File: config.mk
export PLATFORM = sky130hd
export DESIGN_NAME = pipelined_cla_adder
export DESIGN_NICKNAME = d
export VERILOG_FILES = /design/src/rtl/pipelined_cla_adder.sv
export SDC_FILE = /design/constraint.sdc
export NUM_CORES = 1
export LEC_CHECK = 0
export BUFFER_PORTS_ARGS = -buffer_cell sky130_fd_sc_hd__buf_2
export CAP_MARGIN = 40
export CORE_MARGIN = 1
export CORE_UTILIZATION = 44
export DETAILED_ROUTE_END_ITERATION = 6
export GPL_TIMING_DRIVEN = 0
export HOLD_SLACK_MARGIN = 0.12
export PLACE_DENSITY = 0.71
export SYNTH_ARGS = -nofsm -noshare
export SYNTH_HDL_FRONTEND = slang
export SYNTH_SLANG_ARGS = --single-unit
export TNS_END_PERCENT = 100
File: constraint.sdc
create_clock -name clk -period 2.7 [get_ports clk]
set_input_delay 0.27 -clock clk [delete_from_list [all_inputs] [get_ports clk]]
set_output_delay 0.27 -clock clk [all_outputs]
set_load 0.02 [all_outputs]
File: src/rtl/pipelined_cla_adder.sv
// ---------------------------------------------------------------------------
// pipelined_cla_adder
//   Pipelined carry-lookahead adder/subtractor. A WIDTH-bit operand pair is
//   split into NSTG = WIDTH/BLOCK lookahead groups; one group is resolved per
//   pipeline stage, giving one result per clock at full rate. Valid/ready
//   streaming on both sides with a single global stall.
//
//   Rank 0 registers the raw beat (B already inverted in sub mode). Rank s
//   (1..NSTG) holds the result of groups 0..s-1, so the final rank is the
//   output register and a beat accepted at edge k is presented at edge k+NSTG.
//
// Ports
//   clk        rising-edge clock
//   rst_n      asynchronous active-low reset
//   in_valid   operand beat valid
//   in_ready   block accepts a beat this cycle
//   in_a/in_b  operands (WIDTH bits)
//   in_cin     carry in (sub mode: 1 = no borrow in)
//   in_sub     0: A+B+cin, 1: A+~B+cin
//   out_valid  result beat valid
//   out_ready  downstream accepts the result
//   out_sum    result (WIDTH bits)
//   out_cout   carry out of MSB (sub mode: 1 = no borrow)
//   out_ovf    signed overflow
//
//   WIDTH must be a multiple of BLOCK.
// ---------------------------------------------------------------------------
module pipelined_cla_adder #(
    parameter int WIDTH = 16,
    parameter int BLOCK = 4
) (
    input  logic             clk,
    input  logic             rst_n,
    input  logic             in_valid,
    output logic             in_ready,
    input  logic [WIDTH-1:0] in_a,
    input  logic [WIDTH-1:0] in_b,
    input  logic             in_cin,
    input  logic             in_sub,
    output logic             out_valid,
    input  logic             out_ready,
    output logic [WIDTH-1:0] out_sum,
    output logic             out_cout,
    output logic             out_ovf
);

    localparam int NSTG = WIDTH / BLOCK;

    // Pipeline ranks. Operands are only needed by ranks that still have a
    // group left to resolve, so the final rank carries just the result.
    logic             valid_reg [0:NSTG];
    logic [WIDTH-1:0] a_reg     [0:NSTG-1];
    logic [WIDTH-1:0] b_reg     [0:NSTG-1];
    logic [WIDTH-1:0] sum_reg   [0:NSTG];
    logic             carry_reg [0:NSTG];
    logic             ovf_reg;

    logic [WIDTH-1:0] sum_next   [1:NSTG];
    logic             carry_next [1:NSTG];
    logic             ovf_next;

    logic adv;

    // One stall signal for the whole pipe: it moves only when the output
    // register is empty or being drained.
    assign adv      = !valid_reg[NSTG] || out_ready;
    assign in_ready = adv;

    // -----------------------------------------------------------------------
    // Group logic: stage gi resolves bits [gi*BLOCK +: BLOCK] of rank gi.
    // -----------------------------------------------------------------------
    genvar gi;
    generate
        for (gi = 0; gi < NSTG; gi++) begin : g_stage
            logic [BLOCK-1:0] ga;
            logic [BLOCK-1:0] gb;
            logic [BLOCK-1:0] g;
            logic [BLOCK-1:0] p;
            logic [BLOCK:0]   c;
            logic             term;
            logic [WIDTH-1:0] sn;

            assign ga = a_reg[gi][gi*BLOCK +: BLOCK];
            assign gb = b_reg[gi][gi*BLOCK +: BLOCK];
            assign g  = ga & gb;
            assign p  = ga ^ gb;

            // Flat sum-of-products lookahead: c[j] = P[j-1:0]&cin | OR_k
            // (g[k] & P[j-1:k+1]). The loops unroll into two-level logic
            // rather than a ripple chain.
            always_comb begin
                c    = '0;
                term = 1'b0;
                c[0] = carry_reg[gi];
                for (int j = 1; j <= BLOCK; j++) begin
                    c[j] = carry_reg[gi];
                    for (int m = 0; m < j; m++) begin
                        c[j] = c[j] & p[m];
                    end
                    for (int k = 0; k < j; k++) begin
                        term = g[k];
                        for (int m = k + 1; m < j; m++) begin
                            term = term & p[m];
                        end
                        c[j] = c[j] | term;
                    end
                end
            end

            // Lower sum bits come forward from the previous rank; this
            // stage fills in its own group.
            always_comb begin
                sn                       = sum_reg[gi];
                sn[gi*BLOCK +: BLOCK]    = p ^ c[BLOCK-1:0];
            end

            assign sum_next[gi+1]   = sn;
            assign carry_next[gi+1] = c[BLOCK];

            // The MSB lives in the last group at local index BLOCK-1.
            if (gi == NSTG - 1) begin : g_msb
                assign ovf_next = c[BLOCK] ^ c[BLOCK-1];
            end
        end
    endgenerate

    // -----------------------------------------------------------------------
    // Rank registers: everything shifts together on adv, or holds.
    // -----------------------------------------------------------------------
    always_ff @(posedge clk or negedge rst_n) begin
        if (!rst_n) begin
            for (int s = 0; s <= NSTG; s++) begin
                valid_reg[s] <= 1'b0;
                sum_reg[s]   <= '0;
                carry_reg[s] <= 1'b0;
            end
            for (int s = 0; s < NSTG; s++) begin
                a_reg[s] <= '0;
                b_reg[s] <= '0;
            end
            ovf_reg <= 1'b0;
        end else if (adv) begin
            // Input rank: subtraction is A + ~B + cin, inverted here once.
            valid_reg[0] <= in_valid;
            a_reg[0]     <= in_a;
            b_reg[0]     <= in_sub ? ~in_b : in_b;
            carry_reg[0] <= in_cin;
            sum_reg[0]   <= '0;
            for (int s = 1; s <= NSTG; s++) begin
                valid_reg[s] <= valid_reg[s-1];
                sum_reg[s]   <= sum_next[s];
                carry_reg[s] <= carry_next[s];
            end
            for (int s = 1; s < NSTG; s++) begin
                a_reg[s] <= a_reg[s-1];
                b_reg[s] <= b_reg[s-1];
            end
            ovf_reg <= ovf_next;
        end
    end

    assign out_valid = valid_reg[NSTG];
    assign out_sum   = sum_reg[NSTG];
    assign out_cout  = carry_reg[NSTG];
    assign out_ovf   = ovf_reg;

endmodule

==> impl_metrics.csv <==
group,metric,value,unit
placement,post_dp_cell_area,6147,um^2
pwr,p_per_area,1210,nW/um^2
detailed_routing,drt_iter0_drc,207,
layout,layout-drive-gt1-share,0.1589,
die,die_area,13240,um^2
pwr,p_leak,0.003633,uW
placement,io_buffers,56,
die,rows,40,
worst_setup_path,cp-start-kind,"flip-flop",
outcome,status,"finished clean",
clock_tree,ctsResizeCount,0,
logic_synthesis,yosys-top-cells-area,"dfrtp_1, nand2_1, ha_1",
logic_synthesis,postSynthAreaPerCell,9.419,um^2
logic_synthesis,synth_nets,659,
clock_tree,htreeDepth,4,
logic_synthesis,synth.area.mux_share,0,
sta,slew_headroom,0.5953,
pwr,pwr-share-clk,0.267,
clock_tree,cts_tree,"yes",
logic_synthesis,seq_area_frac_synth,0.5830,
die,die-height,115.0,um
worst_setup_path,crit_required,2.43,ns
sta,worst_pin_slew,0.6071,ns
sta,fin_skew,0.006350,ns
detailed_routing,drc_errors,0,
die,ios,58,
logic_synthesis,synth-compound-area-share,0.07143,
worst_setup_path,crit_fanout,10,
worst_setup_path,cp-end-kind,"output pin",
worst_setup_path,cp_slowest_stage_delay,0.38,ns
clock_tree,clockRootBuffer,"clkbuf_16",
logic_synthesis,synth_xor_xnor_area_share,0.03115,
flow_run,maxCapViolations,0,
die,dieWidth,115.0,um
logic_synthesis,synthSimpleGateAreaFrac,0.2203,
logic_synthesis,synth_cells,597,
sta,maxSlewViolCount,0,
placement,gp_congestion,0.7745,
hold_path,whs_endpoint,"b_reg[55]",
logic_synthesis,synthAdderAreaFrac,0.05874,
die,core,12210,um^2
logic_synthesis,ys_types,27,
worst_setup_path,rr_worst_depth,5,
worst_setup_path,regToRegStartpoint,"a_reg[48]",
global_route,overflow,0,
layout,fin_cells,873,
logic_synthesis,netlist_area,5623,um^2
clock_tree,clkLatencyLatePin,0.42,ns
pwr,power,8368,uW
global_route,antenna_found_initial,0,
hold_path,min_from,"in_b[7]",
clock_tree,cts_buffers,17,
worst_setup_path,cp_data_arrival_time,1.74,ns
pwr,switching_share,0.3548,
clock_tree,cts_buffer_depth,2,
detailed_routing,vias_per_cell,4.790,
logic_synthesis,synth_top_family_by_area,"simple AND/OR/NAND/NOR gates",
global_route,grt_usage,0.1962,
layout,nets,754,
logic_synthesis,yosys_warnings,0,
logic_synthesis,synth_top_area_cell,"dfrtp_1",
worst_setup_path,r2r_slack,0.89,ns
pwr,p_comb_frac,0.332,
sta,period_share,0.7449,
pwr,p_sw,2969,uW
pwr,peakVddDrop,0.0003996,V
clock_tree,path_clk_slew,0.06,ns
layout,layout_common_cells,"nand2_1, dfrtp_1, buf_2, o21ai_0, ha_1",
layout,stdcell_area,6918,um^2
sta,post-route-min-period,2.011,ns
global_route,grt_pass1_wl,19850,um
die,start_util,0.4605,
hold_path,hold_class,"primary input to flip-flop",
layout,area_growth_syn_to_layout,23.03,%
clock_tree,cts_num_sinks,131,
global_route,grt_max_degree,79,
layout,diodes,0,
global_route,grt_pass1_vias,4246,
layout,final_common_cell,"nand2_1",
sta,rsz0062_at_grt,"false",
placement,dp_hpwl,8068,um
worst_setup_path,path_class,"flip-flop to output pin",
worst_setup_path,critPathSlowestCell,"clkbuf_1",
sta,setup_slack,0.6888,ns
sta,hold_viol,0,
detailed_routing,drt_wl_total,11610,um
detailed_routing,vias,4182,
hold_path,holdPathStages,3,
detailed_routing,first_pass_iters,4,
sta,tns,0,ns
pwr,internal_power,5399,uW
placement,pre_cts_slack,0.9278,ns
pwr,p_seq_frac,0.401,
detailed_routing,wl_per_cell,13.30,um
sta,setup_viol,0,
placement,dp_cells,822,
sta,fmax,497.2,MHz
logic_synthesis,ys_ff_latch,131,
logic_synthesis,yosysTopAreaCellShare,0.5830,
detailed_routing,ant_nets,0,
worst_setup_path,path_cells,"nor2b_2, inv_2, clkbuf_1, buf_2",
worst_setup_path,regToRegEndpoint,"g_stage[1].sn[3]",
layout make-up:
cell class	instances	area (um^2)
Fill cell	1079	5294
Sequential cell	131	3278
Multi-Input combinational cell	428	2146
Timing Repair Buffer	76	504.2
Clock buffer	22	474.2
Tap cell	168	210.2
Buffer	30	168.9
Clock inverter	10	106.4
Inverter	8	30.03
Yosys cell counts:
| master | number |
|---|---|
| a21o_1 | 4 |
| a21oi_1 | 5 |
| a22oi_1 | 1 |
| a31o_1 | 1 |
| and2_1 | 1 |
| buf_2 | 12 |
| buf_4 | 11 |
| clkbuf_1 | 7 |
| dfrtp_1 | 131 |
| fa_1 | 4 |
| ha_1 | 20 |
| inv_1 | 7 |
| inv_2 | 1 |
| nand2_1 | 303 |
| nand2b_1 | 3 |
| nor2_1 | 7 |
| nor2b_2 | 1 |
| nor3_1 | 7 |
| o211a_1 | 4 |
| o21a_1 | 11 |
| o21ai_0 | 24 |
| o22a_1 | 1 |
| o31a_1 | 3 |
| o31ai_1 | 7 |
| or3_1 | 1 |
| xnor2_1 | 17 |
| xor2_1 | 3 |
timing repair:
| item | CTS | global route |
|---|---|---|
| hold buffers | 19 | 0 |
| hold endpoints to repair | 71 | 0 |
| setup buffers | 0 | 0 |
power by group through the flow:
stage	Clock, uW	Sequential [uW]	Combinational [uW]
after CTS	2260	3350	2810
final	2240	3350	2780
after global routing	2340	3460	3190
after detailed placement	0	3380	2750
after floorplan	0	3420	1860
after global placement	0	3340	2630
critical path, delay by kind of cell, from the launching register on:
kind          cells  cell delay, ns
buf+inv           3            0.76
flops             1            0.37
simple gates      1            0.19
per-layer routing:
metal  global-route usage  vias to the layer above  routed length, um
li1                     -                     2078                  -
met1               0.2563                     2002               5365
met2               0.3161                       84               5552
met3              0.04533                       18                469
met4              0.08312                        0                219
met5                    0                        -                  0
how the worst max path moves through the flow:
stage	from	end	slack (ns)	depth (start not counted)
floorplan	a_reg[48]	g_stage[1].sn[3]	1.0	5
detailed placement	a_reg[48]	g_stage[1].sn[3]	0.93	5
global route	out_valid	in_ready	0.60	4
global placement	rst_n	a_reg[30]	-0.22	1
CTS	out_valid	in_ready	0.67	4
finish	out_valid	in_ready	0.69	4
kinds of logic (layout without fill, tap and decap cells):
logic type               Yosys count  after routing
AO/OA/AOI/OAI                     61             61
flip-flops                       131            131
adder cells (fa/ha/maj)           24             24
AND/OR/NAND/NOR                  323            323
XOR/XNOR                          20             20
buffers and inverters             38            146
through the flow:
| stage | utilization | hold WS, ns |
|---|---|---|
| after floorplan | - | -0.02559 |
| after global placement | 0.5006 | 0.4444 |
| after detailed placement | 0.5034 | 0.2494 |
| after CTS | 0.5665 | 0.1285 |
| after global routing | 0.5665 | 0.1490 |
| final | 0.5665 | 0.1323 |
(Power assumes the default switching activity.)
